--- src/rtl/tmr_alu_fault_monitor_if.sv ---
// Bus between the TMR ALU voter and the fault monitor: match flags and voted
// result in, classification, statistics and health status out.
interface tmr_alu_fault_monitor_if #(
  parameter int unsigned N     = 64,
  parameter int unsigned CNT_W = 16
);
  logic             valid;
  logic             alu1_alu2_match;
  logic             alu1_alu3_match;
  logic             alu2_alu3_match;
  logic [N-1:0]     voted_result;
  logic             clear;

  logic [2:0]       event_code;
  logic [CNT_W-1:0] err_cnt1;
  logic [CNT_W-1:0] err_cnt2;
  logic [CNT_W-1:0] err_cnt3;
  logic [CNT_W-1:0] uncorr_cnt;
  logic [2:0]       unit_failed;
  logic [1:0]       health;
  logic             irq;
  logic [N-1:0]     first_err_result;
  logic [31:0]      first_err_time;

  // Voter side: drives flags and clear, observes monitor status
  modport master (
    output valid, alu1_alu2_match, alu1_alu3_match, alu2_alu3_match,
           voted_result, clear,
    input  event_code, err_cnt1, err_cnt2, err_cnt3, uncorr_cnt,
           unit_failed, health, irq, first_err_result, first_err_time
  );

  // Monitor side
  modport slave (
    input  valid, alu1_alu2_match, alu1_alu3_match, alu2_alu3_match,
           voted_result, clear,
    output event_code, err_cnt1, err_cnt2, err_cnt3, uncorr_cnt,
           unit_failed, health, irq, first_err_result, first_err_time
  );
endinterface

--- src/rtl/tmr_alu_fault_monitor.sv ---
// TMR ALU fault monitor: classifies voter match flags, keeps saturating
// per-unit statistics, declares persistently disagreeing units failed and
// runs an OK/DEGRADED/FAILED health FSM with a sticky interrupt.
// Optional first-error capture is enabled by defining TMR_MON_CAPTURE_EN.
module tmr_alu_fault_monitor #(
  parameter int unsigned N          = 64,
  parameter int unsigned CNT_W      = 16,
  parameter int unsigned PERSIST_TH = 4
) (
  input  logic                   clk,
  input  logic                   reset_n,
  tmr_alu_fault_monitor_if.slave bus
);

  localparam int unsigned        RUN_W   = 8;
  localparam logic [CNT_W-1:0]   CNT_MAX = '1;
  localparam logic [RUN_W-1:0]   RUN_MAX = '1;
  localparam logic [RUN_W-1:0]   RUN_TH  = RUN_W'(PERSIST_TH);

  typedef enum logic [2:0] {
    EV_CLEAN  = 3'd0,
    EV_ALU1   = 3'd1,
    EV_ALU2   = 3'd2,
    EV_ALU3   = 3'd3,
    EV_UNCORR = 3'd4
  } event_e;

  typedef enum logic [1:0] {
    ST_OK       = 2'd0,
    ST_DEGRADED = 2'd1,
    ST_FAILED   = 2'd2
  } health_e;

  event_e           w_class;
  logic             w_ev;
  logic [2:0]       w_blame;
  logic [2:0]       w_agree;
  logic             w_uncorr_ev;
  logic [RUN_W-1:0] w_run_nxt [3];
  logic [2:0]       w_fail_nxt;
  logic [1:0]       w_fail_cnt;
  health_e          w_health_nxt;

  event_e           r_event_code;
  logic [CNT_W-1:0] r_err [3];
  logic [CNT_W-1:0] r_uncorr;
  logic [RUN_W-1:0] r_run [3];
  logic [2:0]       r_fail;
  health_e          r_health;
  logic             r_irq;

  // Classify the pairwise match flags; any two-flag pattern is non-transitive
  always_comb begin
    w_class = EV_UNCORR;
    unique case ({bus.alu1_alu2_match, bus.alu1_alu3_match, bus.alu2_alu3_match})
      3'b111:  w_class = EV_CLEAN;
      3'b001:  w_class = EV_ALU1;
      3'b010:  w_class = EV_ALU2;
      3'b100:  w_class = EV_ALU3;
      default: w_class = EV_UNCORR;
    endcase
  end

  // A clear in the same cycle discards the event
  assign w_ev        = bus.valid & ~bus.clear;
  assign w_uncorr_ev = w_ev && (w_class == EV_UNCORR);
  assign w_blame[0]  = w_ev && (w_class == EV_ALU1);
  assign w_blame[1]  = w_ev && (w_class == EV_ALU2);
  assign w_blame[2]  = w_ev && (w_class == EV_ALU3);
  assign w_agree     = {3{w_ev && (w_class != EV_UNCORR)}} & ~w_blame;

  // Consecutive-blame run counters and the failure flags they feed
  always_comb begin
    for (int k = 0; k < 3; k++) begin
      w_run_nxt[k] = r_run[k];
      if (w_blame[k]) begin
        w_run_nxt[k] = (r_run[k] == RUN_MAX) ? r_run[k] : r_run[k] + RUN_W'(1);
      end else if (w_agree[k]) begin
        w_run_nxt[k] = '0;
      end
    end
    for (int k = 0; k < 3; k++) begin
      w_fail_nxt[k] = r_fail[k] | (w_blame[k] && (w_run_nxt[k] >= RUN_TH));
    end
    w_fail_cnt = 2'($countones(w_fail_nxt));
  end

  // Health FSM next state, judged on post-update failure flags
  always_comb begin
    w_health_nxt = r_health;
    if (bus.clear) begin
      w_health_nxt = ST_OK;
    end else begin
      unique case (r_health)
        ST_OK: begin
          if ((w_fail_cnt >= 2'd2) || w_uncorr_ev) begin
            w_health_nxt = ST_FAILED;
          end else if (w_fail_cnt == 2'd1) begin
            w_health_nxt = ST_DEGRADED;
          end
        end
        ST_DEGRADED: begin
          if ((w_fail_cnt >= 2'd2) || w_uncorr_ev) begin
            w_health_nxt = ST_FAILED;
          end
        end
        ST_FAILED: w_health_nxt = ST_FAILED;
        default:   w_health_nxt = ST_OK;
      endcase
    end
  end

  // Health state register
  always_ff @(posedge clk or negedge reset_n) begin
    if (!reset_n) begin
      r_health <= ST_OK;
    end else begin
      r_health <= w_health_nxt;
    end
  end

  // Event code, statistics, run counters, failure flags and interrupt
  always_ff @(posedge clk or negedge reset_n) begin
    if (!reset_n) begin
      r_event_code <= EV_CLEAN;
      r_uncorr     <= '0;
      r_fail       <= '0;
      r_irq        <= 1'b0;
      for (int k = 0; k < 3; k++) begin
        r_err[k] <= '0;
        r_run[k] <= '0;
      end
    end else if (bus.clear) begin
      r_event_code <= EV_CLEAN;
      r_uncorr     <= '0;
      r_fail       <= '0;
      r_irq        <= 1'b0;
      for (int k = 0; k < 3; k++) begin
        r_err[k] <= '0;
        r_run[k] <= '0;
      end
    end else begin
      r_event_code <= w_ev ? w_class : EV_CLEAN;
      if (w_uncorr_ev && (r_uncorr != CNT_MAX)) begin
        r_uncorr <= r_uncorr + CNT_W'(1);
      end
      for (int k = 0; k < 3; k++) begin
        if (w_blame[k] && (r_err[k] != CNT_MAX)) begin
          r_err[k] <= r_err[k] + CNT_W'(1);
        end
        r_run[k] <= w_run_nxt[k];
      end
      r_fail <= w_fail_nxt;
      r_irq  <= r_irq | (w_health_nxt != r_health);
    end
  end

  assign bus.event_code  = r_event_code;
  assign bus.err_cnt1    = r_err[0];
  assign bus.err_cnt2    = r_err[1];
  assign bus.err_cnt3    = r_err[2];
  assign bus.uncorr_cnt  = r_uncorr;
  assign bus.unit_failed = r_fail;
  assign bus.health      = r_health;
  assign bus.irq         = r_irq;

`ifdef TMR_MON_CAPTURE_EN
  logic [31:0]  r_cyc;
  logic         r_cap_done;
  logic [N-1:0] r_cap_result;
  logic [31:0]  r_cap_time;

  // Free-running cycle counter and one-shot capture of the first error
  always_ff @(posedge clk or negedge reset_n) begin
    if (!reset_n) begin
      r_cyc        <= '0;
      r_cap_done   <= 1'b0;
      r_cap_result <= '0;
      r_cap_time   <= '0;
    end else begin
      r_cyc <= r_cyc + 32'd1;
      if (bus.clear) begin
        r_cap_done   <= 1'b0;
        r_cap_result <= '0;
        r_cap_time   <= '0;
      end else if (w_ev && (w_class != EV_CLEAN) && !r_cap_done) begin
        r_cap_done   <= 1'b1;
        r_cap_result <= bus.voted_result;
        r_cap_time   <= r_cyc;
      end
    end
  end

  assign bus.first_err_result = r_cap_result;
  assign bus.first_err_time   = r_cap_time;
`else
  // Voted result is only consumed by the capture logic
  logic [N-1:0] w_unused_voted;
  assign w_unused_voted       = bus.voted_result;
  assign bus.first_err_result = '0;
  assign bus.first_err_time   = '0;
`endif

endmodule

--- src/flat_wrapper.sv ---
// flat-port wrapper written by rule: the top's interface ports become plain ports
module tmr_alu_fault_monitor_flat 
#(
  parameter int unsigned N          = 64,
  parameter int unsigned CNT_W      = 16,
  parameter int unsigned PERSIST_TH = 4
)
  (clk, reset_n, bus_valid, bus_alu1_alu2_match, bus_alu1_alu3_match, bus_alu2_alu3_match, bus_voted_result, bus_clear, bus_event_code, bus_err_cnt1, bus_err_cnt2, bus_err_cnt3, bus_uncorr_cnt, bus_unit_failed, bus_health, bus_irq, bus_first_err_result, bus_first_err_time);
  tmr_alu_fault_monitor_if #(.N(N), .CNT_W(CNT_W)) bus_i ();
  input  logic clk;
  input  logic reset_n;
  input wire logic [$bits(bus_i.valid)-1:0] bus_valid;
  input wire logic [$bits(bus_i.alu1_alu2_match)-1:0] bus_alu1_alu2_match;
  input wire logic [$bits(bus_i.alu1_alu3_match)-1:0] bus_alu1_alu3_match;
  input wire logic [$bits(bus_i.alu2_alu3_match)-1:0] bus_alu2_alu3_match;
  input wire logic [$bits(bus_i.voted_result)-1:0] bus_voted_result;
  input wire logic [$bits(bus_i.clear)-1:0] bus_clear;
  output wire logic [$bits(bus_i.event_code)-1:0] bus_event_code;
  output wire logic [$bits(bus_i.err_cnt1)-1:0] bus_err_cnt1;
  output wire logic [$bits(bus_i.err_cnt2)-1:0] bus_err_cnt2;
  output wire logic [$bits(bus_i.err_cnt3)-1:0] bus_err_cnt3;
  output wire logic [$bits(bus_i.uncorr_cnt)-1:0] bus_uncorr_cnt;
  output wire logic [$bits(bus_i.unit_failed)-1:0] bus_unit_failed;
  output wire logic [$bits(bus_i.health)-1:0] bus_health;
  output wire logic [$bits(bus_i.irq)-1:0] bus_irq;
  output wire logic [$bits(bus_i.first_err_result)-1:0] bus_first_err_result;
  output wire logic [$bits(bus_i.first_err_time)-1:0] bus_first_err_time;
  assign bus_i.valid = bus_valid;
  assign bus_i.alu1_alu2_match = bus_alu1_alu2_match;
  assign bus_i.alu1_alu3_match = bus_alu1_alu3_match;
  assign bus_i.alu2_alu3_match = bus_alu2_alu3_match;
  assign bus_i.voted_result = bus_voted_result;
  assign bus_i.clear = bus_clear;
  assign bus_event_code = bus_i.event_code;
  assign bus_err_cnt1 = bus_i.err_cnt1;
  assign bus_err_cnt2 = bus_i.err_cnt2;
  assign bus_err_cnt3 = bus_i.err_cnt3;
  assign bus_uncorr_cnt = bus_i.uncorr_cnt;
  assign bus_unit_failed = bus_i.unit_failed;
  assign bus_health = bus_i.health;
  assign bus_irq = bus_i.irq;
  assign bus_first_err_result = bus_i.first_err_result;
  assign bus_first_err_time = bus_i.first_err_time;
  tmr_alu_fault_monitor #(.N(N), .CNT_W(CNT_W), .PERSIST_TH(PERSIST_TH)) u_core (.clk(clk), .reset_n(reset_n), .bus(bus_i));
endmodule
--- config.mk ---
export PLATFORM = sky130hd
export DESIGN_NAME = tmr_alu_fault_monitor_flat
export DESIGN_NICKNAME = d
export VERILOG_FILES = /design/src/rtl/tmr_alu_fault_monitor_if.sv /design/src/rtl/tmr_alu_fault_monitor.sv /design/src/flat_wrapper.sv
export SDC_FILE = /design/constraint.sdc
export NUM_CORES = 1
export LEC_CHECK = 0
export ABC_AREA = 1
export CAP_MARGIN = 10
export CORE_AREA = 2 2 148 114
export CTS_CLUSTER_SIZE = 28
export DETAILED_ROUTE_END_ITERATION = 8
export DIE_AREA = 0 0 150 116
export PLACE_DENSITY = 0.73
export SYNTH_ARGS = -nofsm -noshare
export SYNTH_HDL_FRONTEND = slang
export SYNTH_SLANG_ARGS = --single-unit
--- constraint.sdc ---
create_clock -name clk -period 6.6 [get_ports clk]
set_clock_uncertainty 0.1 [all_clocks]
set_input_delay 1.32 -clock clk [delete_from_list [all_inputs] [get_ports clk]]
set_output_delay 1.32 -clock clk [all_outputs]
set_load 0.005 [all_outputs]
Word-level counts from Yosys, hierarchy flattened:

Cells that the tools add are included.
Widths: inputs -> output; s select.

* register bits: 97
* input bits: 71
* output and inout bits: 169
* word-level logic and storage cells: 96

* add/subtract/negate cells: 9
* order comparisons: 4
* eq/ne operators: 20
* muxes and demuxes: 26
* bitwise gates (word level): 8
* reduce and logical (&&, ||, !) cells: 18

Operators with widths (count)
* $mux 16: 5
* $mux 8: 9
* $add 16x1->16 const B: 4
* $ne 16x16->1 const B: 4
* $mux 48: 1
* $add 8x1->8 const B: 3
* $eq 8x8->1 const B: 3
* $ge 8x3->1 const B: 3
* $mux 24: 1
* $logic_and 1x1->1: 12
* $pmux 3 s4: 1
* $eq 3x2->1 const B: 3
* $eq 3x3->1 const B: 3
* $mux 3: 3
* $mux 2: 4
* $reduce_bool 2->1: 4
* $eq 3x1->1 const B: 2
* $pmux 2 s3: 1
* $eq 2x1->1 const B: 2
* $or 1x1->1: 4
* $and 3x3->3: 1
* $ne 3x3->1 const B: 1
* $not 3->3: 1
* $add 1x1->2: 1
* other kinds (9): 9

Logic depth before layout (Yosys ltp):

Gate-level depths: netlist of run 1.

* depth after elaboration: 21
* gate-level depth with buffers: 22
* gate-level depth less buffers: 22

Worst setup path before layout of run 1:

No wires, ideal clock.

* path type: input port to flip-flop
* from: input port bus_alu1_alu2_match
* to: register u_core.r_irq (netlist: u_core.bus.irq)
* setup time: 0.132 ns
* data arrival time: 3.331 ns
* required time: 6.368 ns
* setup slack: 3.037 ns
* stages on the path: 17
* buffers on the path: 1
* cells stage by stage: inv_1 > nand3_2 > nor2_1 > buf_2 > nand3_1 > nand3_1 > nand2_1 > nor2_1 > nand3_1 > a21oi_1 > fa_1 > a21oi_1 > nand2_1 > inv_1 > nand2_1 > a21oi_1 > nor2_1

* cells in the longest elaborated chain, start to end: 21
* elaborated cells on any way between the ends: 45
* those cells by class: add/sub (2); order compare (4); eq/ne (11); mux (13); bitwise (6); reduce/logical (9)

RTL lines
* start: declaration: line flat_wrapper.sv:13 `input wire logic [$bits(bus_i.alu1_alu2_match)-1:0] bus_alu1_alu2_match;`
* $eq 3x3->1 (tied with other cells): line tmr_alu_fault_monitor.sv:55 `unique case ({bus.alu1_alu2_match, bus.alu1_alu3_match, bus.alu2_alu3_match})`
* $pmux 3 s4 *: line tmr_alu_fault_monitor.sv:55
* $eq 3x1->1 / $eq 3x2->1 (equally long branches): line tmr_alu_fault_monitor.sv:67, tmr_alu_fault_monitor.sv:68
* $logic_and 1x1->1 (on tied branches): line tmr_alu_fault_monitor.sv:67, tmr_alu_fault_monitor.sv:68
* $not 3->3: line tmr_alu_fault_monitor.sv:70 `assign w_agree = {3{w_ev && (w_class != EV_UNCORR)}} & ~w_blame;`
* $and 3x3->3: line tmr_alu_fault_monitor.sv:70
* $mux 8: line tmr_alu_fault_monitor.sv:78 `end else if (w_agree[k]) begin`
* $mux 8: line tmr_alu_fault_monitor.sv:76 `if (w_blame[k]) begin`
* (+6 left out)
* $logic_or 1x1->1 / $mux 2 (equally long branches): line tmr_alu_fault_monitor.sv:96, tmr_alu_fault_monitor.sv:103, tmr_alu_fault_monitor.sv:98
* $mux 2 (on tied branches): line tmr_alu_fault_monitor.sv:103, tmr_alu_fault_monitor.sv:96
* $pmux 2 s3 *: line tmr_alu_fault_monitor.sv:94 `unique case (r_health)`
* $mux 2 *: line tmr_alu_fault_monitor.sv:91 `if (bus.clear) begin`
* named net u_core.w_health_nxt[0]: line tmr_alu_fault_monitor.sv:42 `health_e w_health_nxt;`
* $ne 2x2->1 *: line tmr_alu_fault_monitor.sv:154 `r_irq <= r_irq | (w_health_nxt != r_health);`
* $or 1x1->1 *: line tmr_alu_fault_monitor.sv:154
* $mux 1 *: line tmr_alu_fault_monitor.sv:133 `end else if (bus.clear) begin`
* end signal: assignment: line tmr_alu_fault_monitor.sv:154
* end: declaration: line tmr_alu_fault_monitor.sv:50 `logic r_irq;`

Mark *: on every way through the listed nets, which the timed path passes. The rest lies on a longest branch.
A chain may end at the register's enable or synchronous reset.

Worst setup path after layout of run 1:

* from: input port bus_clear
* to: register u_core.r_irq (netlist: u_core.bus.irq)

* cells in the longest elaborated chain, start to end: 20
* elaborated cells on any way between the ends: 37
* those cells by class: add/sub (2); order compare (4); eq/ne (2); mux (12); bitwise (8); reduce/logical (9)

RTL lines
* start: declaration: line flat_wrapper.sv:17 `input wire logic [$bits(bus_i.clear)-1:0] bus_clear;`
* $not 1->1: line tmr_alu_fault_monitor.sv:65 `assign w_ev = bus.valid & ~bus.clear;`
* $and 1x1->1: line tmr_alu_fault_monitor.sv:65
* $logic_and 1x1->1 (on tied branches): line tmr_alu_fault_monitor.sv:67, tmr_alu_fault_monitor.sv:68
* $not 3->3: line tmr_alu_fault_monitor.sv:70
* $and 3x3->3: line tmr_alu_fault_monitor.sv:70
* $mux 8: line tmr_alu_fault_monitor.sv:78
* $mux 8: line tmr_alu_fault_monitor.sv:76
* $ge 8x3->1: line tmr_alu_fault_monitor.sv:83 `w_fail_nxt[k] = r_fail[k] | (w_blame[k] && (w_run_nxt[k] >= RUN_TH));`
* (+5 left out)
* $logic_or 1x1->1 / $mux 2 (equally long branches): line tmr_alu_fault_monitor.sv:96, tmr_alu_fault_monitor.sv:103, tmr_alu_fault_monitor.sv:98
* $mux 2 (on tied branches): line tmr_alu_fault_monitor.sv:103, tmr_alu_fault_monitor.sv:96
* $pmux 2 s3: line tmr_alu_fault_monitor.sv:94
* $mux 2 *: line tmr_alu_fault_monitor.sv:91
* named net u_core.w_health_nxt[0]: line tmr_alu_fault_monitor.sv:42
* $ne 2x2->1 *: line tmr_alu_fault_monitor.sv:154
* $or 1x1->1 *: line tmr_alu_fault_monitor.sv:154
* $mux 1 *: line tmr_alu_fault_monitor.sv:133

Marked as above.

==> impl_metrics.csv, run 1 <==
group,metric,value,unit
critical_path,required,6.69,ns
die,io_pins,240,
clock_network,root_buffer,"clkbuf_16",
die,rows,40,
sta,rsz0062_at_grt,"false",
pwr,power.switching,0.000307,W
final_layout,diodes,0,
synthesis,ys_ff_latch,97,
synthesis,synth_top_cell_by_area,"dfrtp_1",
final_layout,fin_area,7140,um2
synthesis,synthFlopType,"dfrtp_1",
run_status,status,"complete, no violations",
synthesis,synthArstFlopShare,100,%
clock_network,cts_buffers,9,
synthesis,yosysUniqueCellTypes,42,
global_routing,grt_pass1_wl,22800,um
die,core,15800,um2
sta,worst-slew-pin-transition,1.09,ns
final_layout,area_growth,14.4,%
synthesis,synth_seq_area_share,38.9,%
global_routing,antenna_found_initial,0,
pwr,p_comb_share,8.4,%
clock_network,post_cts_resized,0,
pwr,pwr-share-clk,40.3,%
placement,dp_hpwl,10100,um
critical_path,slowest_stage,"nor2_1",
routing,wirelength,13900,um
routing,route.detailed.drc,0,
global_routing,grt_max_degree,55,
critical_path,cp_cell_sequence,"buf_2 -> inv_2 -> nand2_1 -> nor2_1 -> inv_1 -> nand3_1 -> inv_1 -> nor2_1 -> nor2_1 -> nand3_1 -> a21oi_1 -> fa_1 -> a21oi_1 -> nand2_1 -> inv_1 -> nand2_1 -> a21oi_1 -> nor2_1",
routing,via_count,5395,
die,initial_core_util,39.5,%
placement,dp_cells,1116,
synthesis,synth-edff-count,0,
placement,place.gp.congestion,0.872,
synthesis,netlist_area,6240,um2
critical_path,critPathCaptureType,"flip-flop",
sta,report.final.slew_viol_count,0,
sta,setup-violations-final,0,
sta,max_freq,0.214,GHz
sta,finalCriticalPeriod,4.67,ns
critical_path,reg2reg_slack,3.47,ns
synthesis,synth_area_leaders,"dfrtp_1 39%, buf_4 12%, nand2_1 9.9%",
synthesis,synth_top_area_share,38.9,%
synthesis,postSynthAreaPerCell,7.43,um2
pwr,p_seq_share,51.3,%
sta,hold_viol,0,
die,dieArea,17400,um2
pwr,p_sw_share,25.6,%
clock_network,clockBufferDepth,2,
run,cap_violations,0,
sta,period_share,70.7,%
pwr,p_leak,3.28,nW
pwr,peakVddDrop,0.115,mV
clock_network,post_cts_buffers,0,
routing,ant_nets,0,
routing,dr.pass1.iters,5,
sta,finalSetupTns,0,ns
critical_path,crit_arrival,4.76,ns
global_routing,grt_pass1_vias,4793,
clock_network,cts.sinks,97,
critical_path,path_class,"in2reg",
pwr,powerDensity,168,nW/um2
clock_network,clk_latency,0.35,ns
final_layout,layout.nets,996,
critical_path,crit_fanout,48,
final_layout,layout_common_cells,"164 x nand2_1, 97 x dfrtp_1, 96 x conb_1",
final_layout,drive_gt1_share,4.77,%
clock_network,cts-htree-levels,3,
placement,pre_cts_ws,1.60,ns
final_layout,fin_cells,1132,
placement,portBuffers,79,
final_layout,layout_commonest_cell,"nand2_1",
global_routing,grt_overflow,0,
critical_path,crit_path_start_kind,"primary input",
routing,vias_per_cell,4.77,
placement,placed_area,6880,um2
routing,drt-initial-drc-count,303,
clock_network,tritoncts,"done",
die,die_h,116,um
sta,setup_ws,1.93,ns
critical_path,max_stage_delay,0.65,ns
die,die_x,150,um
clock_network,clkTransAtPathRegs,0.06,ns
synthesis,synth_cells,840,
global_routing,groute.usage.overall,16.2,%
hold_path,hp-class,"reg2reg",
critical_path,crit_path_frequent_cell,"nor2_1",
sta,slew-limit-headroom,27.2,%
pwr,internal-power,0.000893,W
clock_network,hold_buffers,0,
routing,routedWlPerCell,12.3,um
synthesis,synth_warnings,0,
power by group through the flow:
stage          clock, W  sequential, W  combinational (W)
5_1_grt        0.000526       0.000617           0.000117
2_1_floorplan         0       0.000626          0.0000952
4_1_cts        0.000501       0.000615           0.000101
3_5_place_dp          0       0.000626           0.000101
6_report       0.000484       0.000615           0.000101
3_3_place_gp          0       0.000626          0.0000996
per-layer routing:
metal  wire length (um)  global-route usage (%)  vias to the layer above  part of all wire [%]
li1                   -                       -                     2706                     -
met1               6480                    22.3                     2537                    47
met2               6320                    25.5                      144                    45
met3               1000                    4.57                        8                   7.2
met4                108                    3.40                        0                  0.78
met5                  0                       0                        -                     0
worst paths after layout:
| path | cells past startpoint | end | start |
|---|---|---|---|
| min reg2reg | 1 | u_core.bus.err_cnt3[2]$_DFFE_PN0P_ | u_core.bus.err_cnt3[2]$_DFFE_PN0P_ |
| min | 1 | u_core.bus.err_cnt3[2]$_DFFE_PN0P_ | u_core.bus.err_cnt3[2]$_DFFE_PN0P_ |
| min in group asynchronous | 1 | u_core.bus.err_cnt1[10]$_DFFE_PN0P_ | reset_n |
| max reg2reg | 18 | u_core.bus.irq$_DFF_PN0_ | u_core.r_run[16]$_DFF_PN0_ |
| max in group asynchronous | 2 | u_core.r_run[4]$_DFF_PN0_ | reset_n |
| max | 18 | u_core.bus.irq$_DFF_PN0_ | bus_clear |
layout make-up:
class | instances | area (um2)
well taps | 210 | 263
repair buffers | 81 | 798
inverters | 94 | 354
clock buffers | 12 | 236
clock inverters | 4 | 30.0
fillers | 1616 | 8670
flip-flops and latches | 97 | 2430
multi-input cells | 634 | 3030
Yosys cell counts, types with 4 or more instances:
| cell | instances |
|---|---|
| nand2_1 | 164 |
| buf_4 | 99 |
| dfrtp_1 | 97 |
| inv_1 | 89 |
| nor2_1 | 84 |
| nand3_1 | 79 |
| a21oi_1 | 61 |
| o21ai_0 | 32 |
| nor3_1 | 26 |
| xor2_1 | 13 |
| nand4_1 | 12 |
| clkbuf_1 | 8 |
| ha_1 | 7 |
| nor4_1 | 6 |
| nand2_2 | 5 |
| nor2_2 | 5 |
| inv_2 | 4 |
| nand3_2 | 4 |
| o31ai_1 | 4 |
worst max-delay path: cells and delay by family:
| kind | cells | cell delay [ns] |
|---|---|---|
| fa+ha+maj | 1 | 0.50 |
| simple gates | 9 | 1.49 |
| compound gates | 3 | 0.41 |
| buf+inv | 5 | 1.03 |
registers in the layout (all words and copies together), names as in the netlist:
name and flops:
u_core.bus.unit_failed 3, u_core.bus.err_cnt1 16, u_core.bus.irq 1, u_core.bus.uncorr_cnt 16, u_core.bus.health 2, u_core.r_run 24
u_core.bus.err_cnt3 16, u_core.bus.event_code 3, u_core.bus.err_cnt2 16
per-stage QoR:
step / utilization, % / hold WS, ns / power [W]
detailed placement: 43.5 / 0.404 / 0.000727
global route: 45.2 / 0.442 / 0.00126
floorplan: - / 0.377 / 0.000721
finish: 45.2 / 0.420 / 0.00120
global placement: 43.5 / 0.398 / 0.000726
CTS: 45.2 / 0.419 / 0.00122
kinds of logic after synthesis:
family | after synthesis | synth area share, %
fa+ha+maj | 8 | 1.72
other cells | 1 | 0.0601
xor+xnor | 16 | 2.24
simple gates | 401 | 29.0
buf+inv | 204 | 18.3
flops | 97 | 38.9
compound gates | 113 | 9.90
No activity file was read; power rests on OpenSTA's default activity.
==> inputs of run 2 (changes only) <==
--- a/config.mk
+++ b/config.mk
@@ -11,7 +11,7 @@
 export CTS_CLUSTER_SIZE = 28
 export DETAILED_ROUTE_END_ITERATION = 8
 export DIE_AREA = 0 0 150 116
-export PLACE_DENSITY = 0.73
+export PLACE_DENSITY = 0.76
 export SYNTH_ARGS = -nofsm -noshare
 export SYNTH_HDL_FRONTEND = slang
 export SYNTH_SLANG_ARGS = --single-unit
==> constraint.sdc (replaced) <==
create_clock -name clk -period 4.1 [get_ports clk]
set_clock_uncertainty 0.1 [all_clocks]
set_input_delay 0.82 -clock clk [delete_from_list [all_inputs] [get_ports clk]]
set_output_delay 0.82 -clock clk [all_outputs]
set_load 0.005 [all_outputs]
==> run 2 against run 1 <==
  * Setup slack got worse by 1.5 ns
  * Core utilization rose by 0.97 points
  * Highest routed layer unchanged
  * Non-clock buffer count rose by 12
  * Worst hold slack improved by 0.0016 ns
  * Sequential share of layout area fell by 0.71 points
  * Largest power group unchanged
==> impl_metrics.csv, run 2 (synthesized netlist as in run 1, its figures left out) <==
group,metric,value,unit
critical_path,crit_fanout,6,
final_layout,fin_cells,1144,
sta,max_freq,0.270,GHz
hold_path,hold_path_end,"u_core.r_run[0]$_DFF_PN0_",
sta,hold_viol,0,
clock_network,clockBufferDepth,2,
die,die_h,116,um
clock_network,cts_buffers,9,
clock_network,tritoncts,"done",
placement,pre_cts_ws,0.0643,ns
die,core,15800,um2
sta,slew-limit-headroom,45.8,%
clock_network,cts.sinks,97,
critical_path,crit_path_start_kind,"primary input",
clock_network,clk_latency,0.35,ns
die,rows,40,
final_layout,top_register,"u_core.r_run",
hold_path,hp-class,"reg2reg",
critical_path,r2r-start,"u_core.r_run[0]$_DFF_PN0_",
pwr,powerDensity,287,nW/um2
die,io_pins,240,
clock_network,cts-htree-levels,3,
sta,finalCriticalPeriod,3.71,ns
critical_path,crit_arrival,3.83,ns
routing,wirelength,14400,um
clock_network,post_cts_buffers,0,
placement,place.gp.congestion,0.855,
die,dieArea,17400,um2
final_layout,drive_gt1_share,6.32,%
run,cap_violations,0,
final_layout,layout.nets,1008,
run_status,status,"complete, no violations",
final_layout,area_growth,16.8,%
sta,setup-violations-final,0,
pwr,p_leak,3.37,nW
global_routing,grt_max_degree,64,
critical_path,max_stage_delay,0.52,ns
critical_path,required,4.22,ns
critical_path,cp_cell_sequence,"clkdlybuf4s50_1 -> o21ai_0 -> nand2_1 -> nand2_1 -> nand3_1 -> inv_1 -> nor2_1 -> nor2_1 -> nand3_1 -> a21oi_1 -> fa_1 -> a21oi_1 -> nand2_1 -> inv_1 -> nand2_1 -> a21oi_1 -> nor2_1",
critical_path,reg2reg_slack,1.00,ns
die,initial_core_util,39.5,%
critical_path,slowest_stage,"clkdlybuf4s50_1",
placement,portBuffers,79,
placement,dp_hpwl,10700,um
sta,rsz0062_at_grt,"false",
critical_path,critPathCaptureType,"flip-flop",
sta,period_share,90.4,%
pwr,fin_total_pwr,0.00210,W
final_layout,layout_commonest_cell,"nand2_1",
clock_network,hold_buffers,0,
clock_network,post_cts_resized,0,
final_layout,layout_common_cells,"164 x nand2_1, 97 x dfrtp_1, 96 x conb_1",
placement,dp_cells,1128,
sta,worst-slew-pin-transition,0.813,ns
routing,ant_nets,0,
routing,dr.pass1.iters,5,
critical_path,crit_path_frequent_cell,"nand2_1",
global_routing,grt_pass1_vias,4896,
critical_path,r2r_end,"u_core.bus.irq$_DFF_PN0_",
routing,vias_per_cell,4.71,
routing,route.detailed.drc,0,
routing,drt-initial-drc-count,267,
sta,report.final.slew_viol_count,0,
routing,routedWlPerCell,12.5,um
clock_network,clkTransAtPathRegs,0.07,ns
global_routing,groute.usage.overall,16.9,%
pwr,peakVddDrop,0.178,mV
sta,setup_ws,0.392,ns
sta,finalSetupTns,0,ns
global_routing,grt_pass1_wl,23700,um
critical_path,path_class,"in2reg",
final_layout,diodes,0,
hold_path,hold_depth,1,
final_layout,largest_reg_flops,24,
hold_path,holdCritStartpoint,"u_core.r_run[0]$_DFF_PN0_",
die,die_x,150,um
sta,whs,0.422,ns
clock_network,root_buffer,"clkbuf_16",
global_routing,antenna_found_initial,0,
routing,via_count,5384,
global_routing,grt_overflow,0,
critical_path,timing.reg2reg.worst_path_depth,19,
==> run 2: changes by cell type in the layout (fill, tap and decap cells not counted) <==
cell and change:
bufinv_16 +2, clkinv_4 -1, clkbuf_8 +1, buf_4 +12
inv_6 +1, clkbuf_1 -3
==> run 2: worst max path at each step <==
stage,slack [ns],start,endpoint,cells past startpoint
6_report,0.39,bus_alu1_alu3_match,u_core.bus.irq$_DFF_PN0_,17
5_1_grt,0.06,bus_alu2_alu3_match,u_core.bus.irq$_DFF_PN0_,17
4_1_cts,0.43,bus_alu1_alu3_match,u_core.bus.irq$_DFF_PN0_,17
3_5_place_dp,0.06,bus_alu1_alu3_match,u_core.bus.irq$_DFF_PN0_,17
3_3_place_gp,0.08,bus_alu1_alu3_match,u_core.bus.irq$_DFF_PN0_,20
2_1_floorplan,1.04,bus_alu1_alu2_match,u_core.bus.irq$_DFF_PN0_,17
==> run 2: worst max-delay path: cells and delay by family <==
family	cells	cell delay, ns
adder cells (fa/ha/maj)	1	0.47
buffers and inverters	3	0.73
AND/OR/NAND/NOR	9	0.99
AO/OA/AOI/OAI	4	0.83
==> run 2: through the flow <==
| stage | cell area, um2 | util [%] |
|---|---|---|
| after CTS | 7300 | 46.1 |
| after detailed placement | 6970 | 44.1 |
| after global placement | 6970 | 44.1 |
| after floorplan | 6600 | - |
| after global routing | 7300 | 46.1 |
| final | 7300 | 46.1 |
==> run 2: power breakdown <==
group,internal [W],leakage [nW],switching (W),total [W]
clock,0.000554,0.159,0.000380,0.000933
combinational,0.0000584,1.86,0.000114,0.000172
sequential,0.000972,1.35,0.0000186,0.000991
total,0.00158,3.37,0.000512,0.00210
==> run 2: cell type report <==
| type | count | area [um2] |
|---|---|---|
| Multi-Input combinational cell | 634 | 3030 |
| Sequential cell | 97 | 2430 |
| Timing Repair Buffer | 93 | 888 |
| Clock buffer | 10 | 239 |
| Clock inverter | 6 | 90.1 |
| Fill cell | 1639 | 8520 |
| Inverter | 94 | 354 |
| Tap cell | 210 | 263 |
==> run 2: layer usage <==
metal | track usage [%] | wire length [um] | share of wire (%)
met5 | 0 | 0 | 0
met4 | 4.84 | 175 | 1.2
met2 | 25.9 | 6400 | 45
met3 | 4.21 | 801 | 5.6
met1 | 23.8 | 6980 | 49
